**src/rtl/semafor_pkg.sv**
```systemverilog
// Shared definitions for every direction of the intersection: FSM states,
// the night-mode code and lamp encodings {rosu, galben, verde}.
package semafor_pkg;

  typedef enum logic [2:0] {
    INACTIV,
    ROSU_PRE,
    GALBEN_PRE,
    VERDE,
    GALBEN_POST,
    GATA,
    ASTEPT,
    NOAPTE
  } stare_t;

  localparam logic [2:0] STARE_NOAPTE = 3'b111;

  localparam logic [2:0] LAMPA_ROSU   = 3'b100;
  localparam logic [2:0] LAMPA_GALBEN = 3'b010;
  localparam logic [2:0] LAMPA_VERDE  = 3'b001;
  localparam logic [2:0] LAMPA_STINS  = 3'b000;

  // Lamp pattern shown while in state s; night mode blinks yellow with clipire.
  function automatic logic [2:0] lampi(input stare_t s, input logic clipire);
    logic [2:0] l;
    case (s)
      GALBEN_PRE, GALBEN_POST: l = LAMPA_GALBEN;
      VERDE:                   l = LAMPA_VERDE;
      NOAPTE:                  l = clipire ? LAMPA_GALBEN : LAMPA_STINS;
      default:                 l = LAMPA_ROSU;
    endcase
    return l;
  endfunction

endpackage

```
**src/rtl/contor_faza.sv**
```systemverilog
// Phase duration counter: counts tick enables, clears on phase entry and
// saturates at all-ones so long phases never wrap.
module contor_faza #(
  parameter int unsigned CW = 6
) (
  input  logic          clk,
  input  logic          rst,
  input  logic          clr_i,
  input  logic          en_i,
  output logic [CW-1:0] cnt_o
);

  logic [CW-1:0] cnt_q;

  always_ff @(posedge clk or posedge rst) begin
    if (rst) begin
      cnt_q <= '0;
    end else if (clr_i) begin
      cnt_q <= '0;
    end else if (en_i && (cnt_q != '1)) begin
      cnt_q <= cnt_q + 1'b1;
    end
  end

  assign cnt_o = cnt_q;

endmodule

```
**src/rtl/semafor_directie.sv**
```systemverilog
// Traffic light controller for one direction: sequences red/yellow/green
// when the central controller grants ID_STARE, with night blink override.
module semafor_directie
  import semafor_pkg::*;
#(
  parameter logic [2:0]  ID_STARE      = 3'b010,
  parameter int unsigned T_ROSU        = 1,
  parameter int unsigned T_GALBEN      = 2,
  parameter int unsigned T_VERDE_MIN   = 5,
  parameter int unsigned T_VERDE_MAX   = 15,
  parameter int unsigned T_GALBEN_POST = 2,
  parameter int unsigned CW            = 6
) (
  input  logic       clk,
  input  logic       rst,
  input  logic [2:0] stare_semafor,
  input  logic       tick,
  input  logic       clipire,
  input  logic       senzor,
  output logic       ready,
  output logic       rosu,
  output logic       galben,
  output logic       verde
);

  localparam logic [CW-1:0] C_ROSU   = CW'(T_ROSU);
  localparam logic [CW-1:0] C_GALBEN = CW'(T_GALBEN);
  localparam logic [CW-1:0] C_VMIN   = CW'(T_VERDE_MIN);
  localparam logic [CW-1:0] C_VMAX   = CW'(T_VERDE_MAX);
  localparam logic [CW-1:0] C_GPOST  = CW'(T_GALBEN_POST);
  // With no red hold the grant enters yellow directly.
  localparam stare_t INTRARE = (T_ROSU == 0) ? GALBEN_PRE : ROSU_PRE;

  stare_t        stare_q, stare_d;
  logic [2:0]    lampi_q;
  logic          ready_q;
  logic [CW-1:0] cnt;
  logic          clr;

  contor_faza #(.CW(CW)) u_contor (
    .clk   (clk),
    .rst   (rst),
    .clr_i (clr),
    .en_i  (tick),
    .cnt_o (cnt)
  );

  always_comb begin
    stare_d = stare_q;
    case (stare_q)
      INACTIV:     if (stare_semafor == ID_STARE) stare_d = INTRARE;
      ROSU_PRE:    if (cnt == C_ROSU) stare_d = GALBEN_PRE;
      GALBEN_PRE:  if (cnt == C_GALBEN) stare_d = VERDE;
      VERDE:       if (((cnt >= C_VMIN) && !senzor) || (cnt == C_VMAX)) stare_d = GALBEN_POST;
      GALBEN_POST: if (cnt == C_GPOST) stare_d = GATA;
      GATA:        stare_d = ASTEPT;
      ASTEPT:      if (stare_semafor != ID_STARE) stare_d = INACTIV;
      NOAPTE:      if (stare_semafor != STARE_NOAPTE)
                     stare_d = (stare_semafor == ID_STARE) ? INTRARE : INACTIV;
      default:     stare_d = INACTIV;
    endcase
    // Night mode and loss of grant override the normal sequence.
    if (stare_semafor == STARE_NOAPTE) begin
      stare_d = NOAPTE;
    end else if ((stare_q != NOAPTE) && (stare_semafor != ID_STARE)) begin
      stare_d = INACTIV;
    end
  end

  assign clr = (stare_d != stare_q);

  always_ff @(posedge clk or posedge rst) begin
    if (rst) begin
      stare_q <= INACTIV;
      lampi_q <= LAMPA_ROSU;
      ready_q <= 1'b0;
    end else begin
      stare_q <= stare_d;
      lampi_q <= lampi(stare_d, clipire);
      ready_q <= (stare_d == GATA);
    end
  end

  assign rosu   = lampi_q[2];
  assign galben = lampi_q[1];
  assign verde  = lampi_q[0];
  assign ready  = ready_q;

endmodule

```
**config.mk**
```make
export PLATFORM = sky130hd
export DESIGN_NAME = semafor_directie
export DESIGN_NICKNAME = d
export VERILOG_FILES = /design/src/rtl/semafor_pkg.sv /design/src/rtl/contor_faza.sv /design/src/rtl/semafor_directie.sv
export SDC_FILE = /design/constraint.sdc
export NUM_CORES = 1
export LEC_CHECK = 0
export BUFFER_PORTS_ARGS = -buffer_cell sky130_fd_sc_hd__buf_2
export CAP_MARGIN = 20
export CORE_MARGIN = 2
export CORE_UTILIZATION = 60
export CTS_CLUSTER_DIAMETER = 100
export DETAILED_ROUTE_END_ITERATION = 8
export PLACE_DENSITY = 0.81
export SLEW_MARGIN = 20
export SYNTH_ARGS = -nofsm -noshare
export SYNTH_HDL_FRONTEND = slang
export SYNTH_SLANG_ARGS = --single-unit
```
**constraint.sdc**
```tcl
create_clock -name clk -period 4.4 [get_ports clk]
set_clock_uncertainty 0.2 [all_clocks]
set_input_delay 0.44 -clock clk [delete_from_list [all_inputs] [get_ports clk]]
set_output_delay 0.44 -clock clk [all_outputs]
set_load 0.02 [all_outputs]
```
# After elaboration in Yosys (flattened, before gate mapping)
# Cells that the tools add are included.
# op_classes
magnitude_cmp	1
eq_ne	22
muxes	15
n_reduce_logical	8
add_sub_neg	1
# op_table
operator	n
$mux 3	9
$eq 3x3->1 const B	8
$pmux 3 s8	1
$eq 3x2->1 const B	5
$mux 6	2
$pmux 3 s3	1
$add 6x1->6 const B	1
$eq 6x1->1 const B	1
$eq 6x2->1 const B	1
$eq 6x4->1 const B	1
$ge 6x3->1 const B	1
$ne 3x3->1 const B	2
$ne 6x6->1 const B	1
$eq 3x1->1 const B	1
$logic_and 1x1->1	3
$logic_not 3->1	1
$ne 3x2->1 const B	1
$ne 3x3->1	1
$mux 2	1
$reduce_bool 2->1	1
$reduce_or 2->1	1
$logic_not 1->1	1
$logic_or 1x1->1	1
$mux 1	1
# word_totals
reg_bits	13
output_inout_bits	4

# Depth between registers and ports, before layout
# Gate-level depths: netlist (run 1).
# depth
depth_word	10
depth_mapped	8
depth_no_buf	8

# Modules after synthesis
# A second synthesis (run 1) with hierarchy kept.
# unflattened
hier_cells	108
hier_area_um2	998.5
# by_module_without_submodules
module	cells_each	area_per_inst_um2	instances	seq_area_each_um2
semafor_directie	68	628.1	1	176.4
contor_faza	40	370.4	1	150.1

# Worst setup path before layout (run 1)
# Ideal clock, no wire load.
# synth_timing
kind	register to register
from	register u_contor.cnt_q[0], in the netlist u_contor.cnt_o[0]
to	register lampi_q[2]
path_buffers	0
setup_slack_ns	2.133
stages_incl_launch_ff	8
required_time_ns	4.125
t_arrival_ns	1.991
period_less_slack_ns	2.267
setup_ns	0.075
path_cell_list	dfrtp_1 > ha_1 > nand2b_4 > a2111oi_2 > o21ai_0 > a31o_2 > and3_1 > nor3_2
# synth_via
elab_chain_len	10
word_cells_on_any_way	19
cone_classes	order compare (1); eq/ne (7); mux (8); reduce/logical (3)
# synth_rtl
item	line_no	rtl
start: declaration	contor_faza.sv:13	logic [CW-1:0] cnt_q;
start signal: assignment	contor_faza.sv:21	cnt_q <= cnt_q + 1'b1;
$ge 6x3->1	semafor_directie.sv:54	VERDE: if (((cnt >= C_VMIN) && !senzor) || (cnt == C_VMAX)) stare_d = GALBEN_POST;
$logic_and 1x1->1	semafor_directie.sv:54	
$logic_or 1x1->1	semafor_directie.sv:54	
$mux 3	semafor_directie.sv:54	
$pmux 3 s8 *	semafor_directie.sv:50	case (stare_q)
$mux 3 *	semafor_directie.sv:65	end else if ((stare_q != NOAPTE) && (stare_semafor != ID_STARE)) begin
$mux 3 *	semafor_directie.sv:63	if (stare_semafor == STARE_NOAPTE) begin
$eq 3x2->1 / $eq 3x3->1 (equally long branches)	semafor_pkg.sv:26	case (s)
$reduce_or 2->1	semafor_pkg.sv:26	
$pmux 3 s3 *	semafor_pkg.sv:26	
end signal: assignment	semafor_directie.sv:79	lampi_q <= lampi(stare_d, clipire);
end: declaration	semafor_directie.sv:35	logic [2:0] lampi_q;
# Every way passes the cells marked *; elsewhere a longest branch is shown, timed or not.
# A chain may end at the register's enable or synchronous reset.

# Final worst setup path (run 1)
# layout_timing
from	register u_contor.cnt_q[1], in the netlist u_contor.cnt_o[1]
to	register lampi_q[2]
# Same word-level chain as after synthesis.

==> results of run 1 <==
## layout make-up
cell class                 count  area, µm²  share of cell area
tap                           16       20.0              0.0187
clock buffer                   4       26.3              0.0245
multi-input combinational     82        611               0.570
inverter                       6       22.5              0.0210
sequential                    13        327               0.305
timing repair buffer          12       65.1              0.0607
## through the flow
stage          hold WS, ns  instance area [µm²]  utilization  total power, mW  setup WS, ns
2_1_floorplan        0.116                  987            -            0.201          2.13
3_3_place_gp         0.264                 1030        0.679            0.216          2.06
3_5_place_dp         0.284                 1030        0.679            0.219          1.98
4_1_cts              0.179                 1070        0.703            0.292          1.96
5_1_grt              0.191                 1070        0.703            0.306          1.75
6_report             0.180                 1070        0.703            0.290          1.98
## logic make-up (layout without fill, tap and decap cells)
kind of cell,count (synthesis),in the layout,synth area share
buffers and inverters,10,22,0.0507
DFF,13,13,0.331
AOI/OAI and AO/OA,32,32,0.265
adders and majority gates,4,4,0.0507
xor gates and xnor gates,6,6,0.0722
and+or+nand+nor,40,40,0.231
## timing repair
item / CTS / global route
hold endpoints to repair: 12 / 0
hold buffers: 1 / 0
buffers inserted: 0 / 0
## Yosys cell counts (2+ instances only)
cell	instances	area, µm²
sky130_fd_sc_hd__dfrtp_1	12	300
sky130_fd_sc_hd__nand2_1	11	41.3
sky130_fd_sc_hd__nor2_1	7	26.3
sky130_fd_sc_hd__inv_1	6	22.5
sky130_fd_sc_hd__a21oi_1	5	25.0
sky130_fd_sc_hd__nor3_1	5	25.0
sky130_fd_sc_hd__o21ai_0	5	25.0
sky130_fd_sc_hd__ha_1	4	50.1
sky130_fd_sc_hd__xor2_1	4	35.0
sky130_fd_sc_hd__a211oi_1	2	15.0
sky130_fd_sc_hd__a21boi_0	2	15.0
sky130_fd_sc_hd__a31o_2	2	17.5
sky130_fd_sc_hd__a31oi_1	2	12.5
sky130_fd_sc_hd__and3_1	2	12.5
sky130_fd_sc_hd__nand3_1	2	10.0
sky130_fd_sc_hd__nand4_1	2	12.5
sky130_fd_sc_hd__o21ai_1	2	10.0
## worst paths after layout
kind | to | slack, ns | depth (start not counted)
min | lampi_q[1] | 0.18 | 3
max reg2reg | lampi_q[2] | 1.98 | 8
max in group asynchronous | lampi_q[2] | 3.13 | 3
max | lampi_q[2] | 1.98 | 8
min reg2reg | u_contor.cnt_o[0] | 0.44 | 2
min in group asynchronous | u_contor.cnt_o[2] | 0.52 | 3
## flip-flops by register name, summed over array words and instances (netlist names)
register,count
lampi_q,3
stare_q,3
u_contor.cnt_o,6
ready,1
## worst max-delay path: stages, from the launching register on
cell	delay (ns)
sky130_fd_sc_hd__dfrtp_1	0.39
sky130_fd_sc_hd__inv_1	0.09
sky130_fd_sc_hd__ha_1	0.22
sky130_fd_sc_hd__nand2b_4	0.15
sky130_fd_sc_hd__a2111oi_2	0.42
sky130_fd_sc_hd__o21ai_0	0.23
sky130_fd_sc_hd__a31o_2	0.32
sky130_fd_sc_hd__and3_1	0.18
sky130_fd_sc_hd__nor3_2	0.14
## routing by layer
| layer | routed length [µm] | track usage | up-vias |
|---|---|---|---|
| met5 | 0 | 0 | - |
| met3 | 70 | 0.0245 | 2 |
| met2 | 896 | 0.348 | 13 |
| met1 | 984 | 0.333 | 393 |
| met4 | 15 | 0.0848 | 0 |
| li1 | - | - | 407 |
## cells in the final DEF (no fill, tap or decap), types with 3 or more instances in the layout
| cell type | Yosys | routed |
|---|---|---|
| sky130_fd_sc_hd__dfrtp_1 | 12 | 12 |
| sky130_fd_sc_hd__nand2_1 | 11 | 11 |
| sky130_fd_sc_hd__buf_2 | 1 | 11 |
| sky130_fd_sc_hd__nor2_1 | 7 | 7 |
| sky130_fd_sc_hd__inv_1 | 6 | 6 |
| sky130_fd_sc_hd__o21ai_0 | 5 | 5 |
| sky130_fd_sc_hd__a21oi_1 | 5 | 5 |
| sky130_fd_sc_hd__nor3_1 | 5 | 5 |
| sky130_fd_sc_hd__xor2_1 | 4 | 4 |
| sky130_fd_sc_hd__ha_1 | 4 | 4 |
| sky130_fd_sc_hd__clkbuf_4 | 0 | 3 |
## power by group through the flow
stage | registers [mW] | logic, mW | clock network [mW]
after global placement | 0.140 | 0.0753 | 0
after global routing | 0.140 | 0.0879 | 0.0783
after detailed placement | 0.141 | 0.0777 | 0
final | 0.139 | 0.0783 | 0.0722
after CTS | 0.139 | 0.0787 | 0.0743
after floorplan | 0.137 | 0.0641 | 0
==> results, run 1 <==
- The DRC violation count after routing is 0.
- The library cell used as clock root buffer is sky130_fd_sc_hd__clkbuf_4.
- Of the total power, the clock network draws 0.249.
- STA classifies the critical path startpoint as a flop.
- At the later pin of the worst-skew pair, clock insertion delay measures 0.27 ns.
- The count of standard-cell rows is 14.
- The most used flip-flop cell after synthesis is sky130_fd_sc_hd__dfrtp_1.
- The global-route wire length before repair is 3.36 mm.
- The global router's overall resource usage is 0.228.
- The worst-path maximum fanout is 5.
- At the worst endpoint, the required time is 4.40 ns.
- The leakage dissipation is 0.466 nW.
- Summed over all layers, the global routing overflow is 0.
- The worst-case IR drop observed on VDD is 188 µV.
- The number of warnings issued by yosys is 0.
- No sink is reached through more buffers than the 2 on the longest clock path.
- The net count after synthesis is 117.
- The post-synthesis register bit count is 13.
- For the pin with the worst max-slew slack, the measured transition is 0.502 ns.
- The number of cells after detailed placement is 128.
- In the final design database the tool counted 130 nets.
- Dividing total power by cell area gives a power density of 270 mW/mm².
- The count of endpoints failing hold in the final timing report is 0.
- The type of the worst setup path is reg2reg.
- The number of violations reported at the end of detailed-routing iteration 0 is 18.
- The number of cells in the finished layout apart from fillers is 133.
- The number of buffers created by CTS is 3.
- In this run the number of H-tree levels came out at 1.
- The cell area that synthesis handed to floorplanning was 987 µm².
- The total area inside the core boundary comes to 0.00152 mm².
- Averaged over all synthesized cells, the footprint is 9.40 µm².
- Buffers placed on the I/O ports in this run total 11.
- The width of the chip is 44.6 µm.
- The routed design could run at a clock period as short as 2.42 ns.
- The number of iterations in the first detailed-routing pass is 4.
- During I/O placement, the number of pins put on the boundary was 12.
- The number of flops mapped to enable cells by yosys is 0.
- The kind of path behind the tightest hold check is in2reg.
- The final-layout setup total negative slack is 0 ns.
- The upper clock frequency limit is 413 MHz.
- The detailed-route vias per instance is 6.13.
- The run finished with clean final reports.
- The final layout contains routed wiring with a total length of 1.97 mm.
- In this run the tightest slew margin relative to its limit is 0.665.
- The instance count of the mapped netlist is 105.
- The share of the Yosys chip area taken by registers is 0.331.
- Setup repair after global routing left no endpoint under its margin.
- The number of pins with negative max-slew slack in the final report is 0.
- The floorplan step set the die height to 44.6 µm.
- The final-report setup violation count is 0.
- The maximum number of pins on one net before global-route repair is 14.
- The worst hold path startpoint is clipire.
- TritonCTS built the clock tree.
- The fraction of power spent switching nets is 0.321.
- For this run, asynchronously set or reset flops after synthesis account for 1.00.
- Summed over all nets, the half-perimeter wirelength after detailed placement is 1.53 mm.
- The number of antenna violations at the first check in global routing is 0.
- The die covers 0.00199 mm².
- In the final routed layout, each cell accounts on average for 14.8 µm.
- The share of power burned in registers is 0.480.
- The via count of the first global-routing pass was 768.
- The arrival time at the worst endpoint is 2.42 ns.
- The beginning of the critical path is u_contor.cnt_o[1].
- In this run, post-CTS repair resized a total of 0 instances.
- The number of nets with antenna violations after detailed routing is 0.
- The power share of the combinational group is 0.270.
- The switching power total is 0.0931 mW.
- The starting density of the core is 0.648.
- The internal power contribution is 0.196 mW.
- Dividing the final minimum period by the clock period gives 0.550.
- The diode insertion count for antenna repair is 0.
- In this run the critical register-to-register path is launched from u_contor.cnt_o[1].
- The number of distinct library cell variants in the gate-level netlist after synthesis is 47.
- The total of max-cap violations is 0.
- The clock slew at the register clock pins of the worst setup and hold paths is 0.08 ns.
- The number of sinks handled by clock tree synthesis is 13.
- The proportion of layout cells with a drive suffix above 1 is 0.256.
- After filler insertion, the fill cell instance count of the layout stands at 122.
- The element type at the critical path end is a flop.
- Compared with the post-synthesis result, the final layout area differs by 8.49%.
- The total number of vias is 815.
- The global placement routability congestion is 0.917.
No activity file was read; power rests on OpenSTA's default activity.
==> run 2: changes to the inputs <==
--- a/config.mk
+++ b/config.mk
@@ -8,10 +8,10 @@
 export BUFFER_PORTS_ARGS = -buffer_cell sky130_fd_sc_hd__buf_2
 export CAP_MARGIN = 20
 export CORE_MARGIN = 2
-export CORE_UTILIZATION = 60
+export CORE_UTILIZATION = 56
 export CTS_CLUSTER_DIAMETER = 100
 export DETAILED_ROUTE_END_ITERATION = 8
-export PLACE_DENSITY = 0.81
+export PLACE_DENSITY = 0.76
 export SLEW_MARGIN = 20
 export SYNTH_ARGS = -nofsm -noshare
 export SYNTH_HDL_FRONTEND = slang
==> constraint.sdc (replaced) <==
create_clock -name clk -period 2.5 [get_ports clk]
set_clock_uncertainty 0.2 [all_clocks]
set_input_delay 0.25 -clock clk [delete_from_list [all_inputs] [get_ports clk]]
set_output_delay 0.25 -clock clk [all_outputs]
set_load 0.02 [all_outputs]
==> run 2 against run 1 <==
Global-route usage shrank 1.5 points. Count of clock-buffer cells in the layout is the same. Highest routed layer unchanged. Critical path type unchanged. Power grew 82%. Critical path depth shrank 1. Sequential power rose by 75%. Final area up 5.0%. Largest cell class unchanged. Maximum frequency rose by 1.6%. Non-clock buffer count up 3.
==> results, run 2 (synthesis results as in run 1) <==
- CTS built an H-tree with a depth of 1.
- The number of antenna violations at the first check in global routing is 0.
- OpenSTA, run right after detailed placement, puts the worst setup slack at 0.0110 ns.
- In this run the worst hold path is classified as in2reg.
- At the end of the flow, the number of nets in the layout was 133.
- For the worst flop-to-flop path, the logic depth is 7.
- The part of the total power dissipated in the clock network is 0.243.
- The flip-flop and latch area is 328 µm².
- The number of placed instances, taps included, is 130.
- The first detailed-routing pass ran for 4 iterations.
- The count of nets left with antenna violations once routing finished came out at 0.
- Measured along the x axis, the die boundary spans 46.0 µm.
- Port buffering added 11 buffers.
- The area growth from synthesis to layout is 13.9%.
- The total core area is 0.00169 mm².
- The floorplan step defined a die boundary enclosing 0.00211 mm².
- The final routed wire length divided by cell count is 14.5 µm.
- The share of power burned in registers is 0.461.
- The final critical-path required period is 2.38 ns.
- STA puts the critical path data required time at 2.49 ns.
- The share of total power dissipated in combinational logic is 0.296.
- During I/O placement, the number of pins put on the boundary was 12.
- TritonCTS built the clock tree.
- Entering global routing, the biggest net connects 14 pins.
- The worst-path maximum fanout is 6.
- Headroom to the max-slew limit came out at 0.674.
- The global-route wire length before repair is 3.27 mm.
- Across all layers, the routed design uses 841 vias.
- On the worst path, the slowest cell contributes a delay of 0.40 ns.
- The repair_antennas step left the layout with diodes totalling 0.
- The number of buffers between clock root and the deepest sink is 2.
- The combined area of the multi-input logic cells is 637 µm².
- The transition time of the tightest slew-check pin is 0.488 ns.
- The DRC violation count after routing is 0.
- The element type at the critical path end is a flop.
- The number of cells on the worst hold path is 3.
- Total power for the finished layout comes to 0.527 mW.
- The count of endpoints failing hold in the final timing report came to 0.
- CTS placed an instance of sky130_fd_sc_hd__clkbuf_4 at the clock tree root.
- For this block, the initial DRC count from the detailed router was 36.
- The final-layout setup total negative slack is 0 ns.
- The number of flip-flops under the largest register name is 6.
- The arrival time at the worst endpoint is 2.37 ns.
- Together, buffers and inverters on the worst path number 1.
- The count of standard-cell rows is 15.
- The worst IR drop on VDD is 334 µV.
- The leakage dissipation is 0.485 nW.
- Among all stages on the critical path, the largest delay is contributed by sky130_fd_sc_hd__dfrtp_1.
- The final cycle utilization of the critical path is 0.953.
- Setup slack on the critical path of the routed design comes to 0.116 ns.
- The HPWL after detailed placement is 1.44 mm.
- The total of max-cap violations is 0.
- Across every metal layer, demand over resource in global routing totals 0.214.
- The power density over the cells is 468 mW/mm².
- The library cells used most frequently in the layout, excluding fill and tap cells, are sky130_fd_sc_hd__nand2_1 (11), sky130_fd_sc_hd__buf_2 (11), sky130_fd_sc_hd__dfrtp_1 (11), sky130_fd_sc_hd__nor2_1 (7), sky130_fd_sc_hd__inv_1 (6).
- The overflow left after global routing is 0.
- The filler cells instantiated in the layout total 132.
- After clock tree synthesis, the clock-pin slew on the worst setup and hold paths is 0.08 ns.
- The upper clock frequency limit is 420 MHz.
- The internal portion of the total power is 0.354 mW.
- Traced cell by cell, the critical path runs through buf_4 -> ha_1 -> and3_1 -> a31oi_4 -> nand4_1 -> or3_1 -> a211oi_1.
- The sort of element at the start of the critical path is a flop.
- After detailed routing, the total wire length is 1.99 mm.
- The run finished with clean final reports.
- In the final layout, the share of cells above drive strength 1 is 0.300.
- Counting buffers and inverters, the worst setup path is 7 cells deep.
- Setup repair after global routing left no endpoint under its margin.
- The via count of the first global-routing pass is 759.
- The switching power total is 0.173 mW.
- The number of buffers created by CTS is 3.
- The number of sinks handled by clock tree synthesis is 13.
- The setup path with the least slack is of type reg2reg.
- The later pin in the worst-skew pair is clocked with a latency of 0.27 ns.
- The finished layout holds 137 standard cells, fillers aside.
- Setup slack on the worst reg-to-reg path comes out at 0.12 ns.
- The fraction of power spent switching nets is 0.328.
- Measured along the y axis, the die boundary spans 46.0 µm.
- The number of pins with negative max-slew slack in the final report is 0.
- The congestion estimate from routability-driven global placement came to 0.826.
- For this configuration, the core starts out at a cell density of 0.584.
- The detailed-route vias per instance is 6.14.
- The family of cells with the greatest summed delay on the critical path is simple AND/OR/NAND/NOR gates.
- Setup violations remaining at the end of the flow were counted as 0.
[run 2: changes by cell type in the layout (fill, tap and decap cells not counted), sizes merged]
cell         before  now
buf              11   13
dlygate4sd3       1    2
[run 2: per-layer routing]
layer  wire length [µm]  up-vias  GRT usage
met4                 53        0     0.0971
met5                  0        -          0
met2                923       27      0.319
met1                939      396      0.311
met3                 72        8     0.0198
li1                   -      410          -
[run 2: final timing paths]
path                                        start                end
worst max register to register  u_contor.cnt_o[1]  u_contor.cnt_o[5]
worst min-delay path             stare_semafor[0]         lampi_q[2]
worst max-delay path            u_contor.cnt_o[1]  u_contor.cnt_o[5]
worst min register to register  u_contor.cnt_o[0]  u_contor.cnt_o[0]
min in group asynchronous                     rst  u_contor.cnt_o[4]
max in group asynchronous                     rst  u_contor.cnt_o[0]
[run 2: power groups by stage]
stage	Clock [mW]	Combinational (mW)	Sequential, mW
6_report	0.128	0.156	0.243
5_1_grt	0.141	0.174	0.246
4_1_cts	0.133	0.143	0.242
3_5_place_dp	0	0.140	0.246
3_3_place_gp	0	0.138	0.244
2_1_floorplan	0	0.113	0.241
[run 2: timing repair]
item | 4_1_cts | 5_1_grt
buffers inserted | 0 | 1
pin swaps | 0 | 2
resized for setup | 1 | 5
hold buffers | 2 | 0
endpoints found under the hold margin | 13 | 0
setup endpoints to repair | 2 | 8
[run 2: area by class of cell]
| class | instances | area share |
|---|---|---|
| clock buffer | 4 | 0.0234 |
| inverter | 6 | 0.0200 |
| multi-input combinational | 82 | 0.566 |
| sequential | 13 | 0.291 |
| tap | 17 | 0.0189 |
| timing repair buffer | 15 | 0.0801 |
[run 2: per-stage QoR]
| step | util | cell area (µm²) | hold slack (ns) |
|---|---|---|---|
| 5_1_grt | 0.666 | 1120 | 0.228 |
| 3_3_place_gp | 0.618 | 1040 | 0.0770 |
| 6_report | 0.666 | 1120 | 0.206 |
| 3_5_place_dp | 0.618 | 1040 | 0.0935 |
| 2_1_floorplan | - | 987 | -0.0738 |
| 4_1_cts | 0.645 | 1090 | 0.200 |
[run 2: worst register-to-register path: stages (launching register included)]
cell and delay (ns):
sky130_fd_sc_hd__dfrtp_1 0.40, sky130_fd_sc_hd__buf_4 0.14, sky130_fd_sc_hd__ha_1 0.19, sky130_fd_sc_hd__and3_1 0.25
sky130_fd_sc_hd__a31oi_4 0.28, sky130_fd_sc_hd__nand4_1 0.21, sky130_fd_sc_hd__or3_1 0.39, sky130_fd_sc_hd__a211oi_1 0.22
